$ cat config.mk
export PLATFORM = sky130hd
export DESIGN_NAME = uart_rx_frame_counter
export DESIGN_NICKNAME = d
export VERILOG_FILES = /design/src/rtl/uart_rx_pkg.sv /design/src/rtl/uart_rx_frame_counter.sv
export SDC_FILE = /design/constraint.sdc
export NUM_CORES = 1
export LEC_CHECK = 0
export ABC_AREA = 1
export CAP_MARGIN = 20
export CORE_ASPECT_RATIO = 1.25
export CORE_MARGIN = 2
export CORE_UTILIZATION = 55
export DETAILED_ROUTE_END_ITERATION = 6
export DONT_BUFFER_PORTS = 1
export PLACE_DENSITY = 0.7
export SYNTH_ARGS = -nofsm -noshare
export SYNTH_HDL_FRONTEND = slang
export SYNTH_SLANG_ARGS = --single-unit
$ cat constraint.sdc
create_clock -name CLK -period 1.62 [get_ports CLK]
set_input_delay 0.162 -clock CLK [delete_from_list [all_inputs] [get_ports CLK]]
set_output_delay 0.162 -clock CLK [all_outputs]
set_load 0.05 [all_outputs]
$ cat src/rtl/uart_rx_pkg.sv
// Shared types and constants for the UART RX edge/bit counter.
package uart_rx_pkg;

  typedef enum logic [1:0] {
    IDLE = 2'd0,
    RUN  = 2'd1,
    HOLD = 2'd2
  } rx_state_t;

  localparam int MIN_PRESCALE_DEFAULT = 4;

  // Bit positions within sample_tick.
  localparam int SAMPLE_EARLY = 0;
  localparam int SAMPLE_MID   = 1;
  localparam int SAMPLE_LATE  = 2;

endpackage

$ cat src/rtl/uart_rx_frame_counter.sv
// Oversampling edge/bit counter for UART RX with latched prescale and runtime frame length.
// Define UART_RX_TRIPLE_SAMPLE_EN to add mid-1/mid+1 strobes for majority voting.
module uart_rx_frame_counter
  import uart_rx_pkg::*;
#(
  parameter int PRESCALE_BITS = 6,
  parameter int TX_BITS       = 4,
  parameter int MIN_PRESCALE  = MIN_PRESCALE_DEFAULT
) (
  input  logic                     CLK,
  input  logic                     RST,
  input  logic                     Enable,
  input  logic [PRESCALE_BITS-1:0] prescale,
  input  logic [TX_BITS-1:0]       frame_bits,
  output logic [PRESCALE_BITS-1:0] edge_cnt,
  output logic [TX_BITS-1:0]       bit_cnt,
  output logic                     bit_tick,
  output logic [2:0]               sample_tick,
  output logic                     frame_done,
  output logic                     busy,
  output logic                     cfg_err,
  output rx_state_t                state_dbg
);

  localparam logic [PRESCALE_BITS-1:0] ONE_E   = PRESCALE_BITS'(1);
  localparam logic [TX_BITS-1:0]       ONE_B   = TX_BITS'(1);
  localparam logic [PRESCALE_BITS-1:0] MIN_PRE = PRESCALE_BITS'(MIN_PRESCALE);
  localparam logic [TX_BITS-1:0]       MIN_FRM = TX_BITS'(2);

  rx_state_t                state, state_n;
  logic [PRESCALE_BITS-1:0] pre_q, pre_n;
  logic [PRESCALE_BITS-1:0] mid_q, mid_n;
  logic [TX_BITS-1:0]       frm_q, frm_n;
  logic [PRESCALE_BITS-1:0] edge_n;
  logic [TX_BITS-1:0]       bit_n;
  logic                     err_n;
  logic                     run;
  logic                     last_edge;
  logic                     last_bit;
  logic                     cfg_bad;

  assign run       = (state == RUN);
  assign last_edge = (edge_cnt == pre_q - ONE_E);
  assign last_bit  = (bit_cnt == frm_q - ONE_B);
  assign cfg_bad   = (prescale < MIN_PRE) || (frame_bits < MIN_FRM);

  always_ff @(posedge CLK or negedge RST) begin
    if (!RST) begin
      state    <= IDLE;
      pre_q    <= '0;
      mid_q    <= '0;
      frm_q    <= '0;
      edge_cnt <= '0;
      bit_cnt  <= '0;
      cfg_err  <= 1'b0;
    end else begin
      state    <= state_n;
      pre_q    <= pre_n;
      mid_q    <= mid_n;
      frm_q    <= frm_n;
      edge_cnt <= edge_n;
      bit_cnt  <= bit_n;
      cfg_err  <= err_n;
    end
  end

  always_comb begin
    state_n = state;
    pre_n   = pre_q;
    mid_n   = mid_q;
    frm_n   = frm_q;
    edge_n  = edge_cnt;
    bit_n   = bit_cnt;
    err_n   = cfg_err;
    case (state)
      IDLE: begin
        edge_n = '0;
        bit_n  = '0;
        if (Enable) begin
          // Config is captured on every attempt; only a legal one starts a frame.
          pre_n = prescale;
          mid_n = prescale >> 1;
          frm_n = frame_bits;
          if (cfg_bad) begin
            err_n = 1'b1;
          end else begin
            err_n   = 1'b0;
            state_n = RUN;
          end
        end
      end
      RUN: begin
        if (!Enable) begin
          edge_n  = '0;
          bit_n   = '0;
          state_n = IDLE;
        end else if (last_edge) begin
          edge_n = '0;
          if (last_bit) begin
            bit_n   = '0;
            state_n = HOLD;
          end else begin
            bit_n = bit_cnt + ONE_B;
          end
        end else begin
          edge_n = edge_cnt + ONE_E;
        end
      end
      HOLD: begin
        edge_n = '0;
        bit_n  = '0;
        if (!Enable) state_n = IDLE;
      end
      default: begin
        edge_n  = '0;
        bit_n   = '0;
        state_n = IDLE;
      end
    endcase
  end

  assign bit_tick   = run && last_edge;
  assign frame_done = run && last_edge && last_bit;
  assign busy       = run;
  assign state_dbg  = state;

  always_comb begin
    sample_tick             = '0;
    sample_tick[SAMPLE_MID] = run && (edge_cnt == mid_q);
`ifdef UART_RX_TRIPLE_SAMPLE_EN
    sample_tick[SAMPLE_EARLY] = run && (edge_cnt == mid_q - ONE_E);
    sample_tick[SAMPLE_LATE]  = run && (edge_cnt == mid_q + ONE_E);
`else
    sample_tick[SAMPLE_EARLY] = 1'b0;
    sample_tick[SAMPLE_LATE]  = 1'b0;
`endif
  end

endmodule
==> qor.txt <==
status: complete, but fails checks
failing checks: setup timing
Final Hold Fails: 0
Top-Level Pins: 32
initial antenna violation count: 0
Peak Freq: 471.3 MHz
initial cell density of the core: 59.09%
#FFs+latches synth: 23
Post-synth EDFFs: 0
Slew @ Worst Pin: 0.6105 ns
DRT Pass-1 Iters: 4
post-DP HPWL: 2764 um
P per Cell Area: 1708 mW/mm2
Worst Path Max Fanout: 4
CTS tree: built
Setup Crit Path Kind: reg2out
sequential area share after synthesis: 39.32%
clk buf depth: 2
row count: 20
clock latency on the worst-skew pair: 0.32 ns
pins over their slew limit: 0
Final ANT Viol Nets: 0
clk root buf: clkbuf_4
Worst Skew: 0.001572 ns
Post-Synthesis Cells: 207
Tcrit/Tclk final: 131.0%
clock slew at reported path FFs: 0.13 ns
die extent in y: 61.68 um
Total Routed Length: 4524 um
hold_ws: 0.01227 ns
layout cells sized above 1: 34.63%
Avg Inst Size Synth: 7.072 um2
synth warn: 0
worst min path class: in2reg
asr flop ratio synth: 100.0%
post-placement cell area: 0.001799 mm2
port bufs: 0
Worst EP required: 1.46 ns
Pleak: 1.058 nW
Critical Path AT: 1.96 ns
grt ovf: 0
total track usage: 29.34%
Ant. Diodes: 0
core footprint: 0.002477 mm2
CP Launch Type: flip-flop
post-route cell area: 0.002131 mm2
Power, Total: 3.639 mW
pre-CTS worst setup slack: -0.1077 ns
Max rail drop VDD: 1.297 mV
synthesis-to-finish area growth: 45.56%
die area: 0.003093 mm2
count of unique library cells instantiated by Yosys: 24
Nets: 275
Max Cap Viol: 0
number of vias per cell: 5.376
slew margin rel.: 59.16%
min cycle time layout: 2.122 ns
DR iter-0 viols: 49
DR vias: 1559
number of global-route vias before repair: 1503
clock sink total: 23
post-DR wirelength/cell: 15.60 um
final worst slack: -0.5018 ns
Setup crit end kind: primary output
TritonCTS Buffers: 3
GP Congestion: 0.9526
synthesized area: 0.001464 mm2
Die Width: 50.15 um
# H-tree levels: 1
DRC Markers: 0
largest net degree at the start of global routing: 24
Final Setup Violations: 15
RSZ-0062 raised after global routing: true
top_reg_cell synth: dfrtp_1
first-pass GRT wire length: 6768 um
## cell usage in the layout, fill, tap and decap left out, types with 2 or more instances in the layout
cell type,netlist,final
buf_12,0,3
buf_4,2,31
buf_6,1,4
clkbuf_4,0,3
conb_1,1,2
dfrtp_1,23,17
dfrtp_2,0,6
dlygate4sd3_1,0,11
ha_1,4,2
ha_4,0,2
inv_1,23,16
inv_2,3,9
nand2_1,64,57
nand2_2,3,7
nand2_4,0,3
nand3_1,16,10
nand3_2,0,6
nand3b_1,2,2
nor2_1,27,25
nor2_4,0,3
nor3_2,2,4
o21ai_0,11,10
xnor2_1,6,5
xor2_1,6,6
## state kept, by name, summed over array words and instances (netlist names)
register,count
bit_cnt,4
cfg_err,1
edge_cnt,6
frm_q,4
pre_q,6
state_dbg,2
## through the flow
stage / setup TNS [ns] / util, % / instances
after floorplan: -0.5140 / - / 208
after global placement: -0.09442 / 72.63 / 267
after detailed placement: -0.4832 / 72.63 / 267
after CTS: -2.088 / 82.73 / 287
after global routing: -6.943 / 86.01 / 290
final: -4.478 / 86.01 / 290
## metal layers
layer / track usage (%) / share of wire (%)
met2: 57.89 / 56
met4: 12.30 / 3.2
met1: 31.89 / 36
met5: 0 / 0
met3: 3.155 / 4.0
## worst max-delay path, cell delays in order (launching register included)
cell	delay (ns)
dfrtp_1	0.42
inv_2	0.09
ha_4	0.15
nand2_2	0.08
nor2_1	0.11
nand2_1	0.07
nand2_1	0.07
nand2_2	0.09
nor2_4	0.14
nand2_4	0.08
nor3_4	0.17
buf_12	0.16
## cell type report
| cell class | instances | area [um2] |
|---|---|---|
| Sequential cell | 23 | 583.1 |
| Timing Repair Buffer | 50 | 462.9 |
| Inverter | 26 | 100.1 |
| Tap cell | 33 | 41.29 |
| Multi-Input combinational cell | 154 | 917.1 |
| Clock buffer | 4 | 26.28 |
| Fill cell | 141 | 346.6 |
## final timing paths
| kind | from | endpoint | slack [ns] | cells after the start |
|---|---|---|---|---|
| max | pre_q[0]$_DFFE_PN0P_ | frame_done | -0.50 | 11 |
| min | frame_bits[2] | frm_q[2]$_DFFE_PN0P_ | 0.01 | 2 |
| max reg2reg | pre_q[0]$_DFFE_PN0P_ | bit_cnt[2]$_DFFE_PN0P_ | -0.32 | 15 |
| min reg2reg | frm_q[3]$_DFFE_PN0P_ | frm_q[3]$_DFFE_PN0P_ | 0.54 | 2 |
| max in group asynchronous | RST | state_dbg[0]$_DFFE_PN0P_ | 0.83 | 2 |
| min in group asynchronous | RST | pre_q[1]$_DFFE_PN0P_ | 0.28 | 1 |
## synthesized netlist by cell type, types with 2 or more instances
| cell type | n | area, um2 |
|---|---|---|
| buf_4 | 2 | 15.01 |
| clkbuf_1 | 2 | 7.510 |
| dfrtp_1 | 23 | 575.6 |
| ha_1 | 4 | 50.05 |
| inv_1 | 23 | 86.33 |
| inv_2 | 3 | 11.26 |
| nand2_1 | 64 | 240.2 |
| nand2_2 | 3 | 18.77 |
| nand3_1 | 16 | 80.08 |
| nand3b_1 | 2 | 15.01 |
| nor2_1 | 27 | 101.4 |
| nor2_2 | 2 | 12.51 |
| nor3_1 | 3 | 15.01 |
| nor3_2 | 2 | 20.02 |
| o21ai_0 | 11 | 55.05 |
| or2_2 | 2 | 12.51 |
| xnor2_1 | 6 | 52.55 |
| xor2_1 | 6 | 52.55 |
## power breakdown
part | total, mW | leakage [nW] | internal, mW | switching, mW
logic | 2.38 | 0.753 | 0.978 | 1.40
registers | 0.985 | 0.290 | 0.753 | 0.232
clock network | 0.275 | 0.0150 | 0.0964 | 0.178
## timing repair
item / in CTS / in global routing
gates resized for setup: 22 / 15
cloned: 0 / 0
pin swaps: 12 / 8
buffers inserted: 5 / 3
hold buffers: 11 / 0
hold endpoints to repair: 33 / 0
endpoints found under the setup margin: 13 / 15
## cells by family (layout without fill, tap and decap cells)
| logic type | after synthesis | after routing | share of synthesized area, % |
|---|---|---|---|
| other | 1 | 2 | 0.2562 |
| xor gates and xnor gates | 12 | 12 | 7.179 |
| buffers and inverters | 31 | 80 | 8.974 |
| adders and majority gates | 4 | 4 | 3.419 |
| AOI/OAI and AO/OA | 14 | 14 | 5.213 |
| and+or+nand+nor | 122 | 122 | 35.64 |
| DFF | 23 | 23 | 39.32 |
Power figures use the tool's default switching activity.
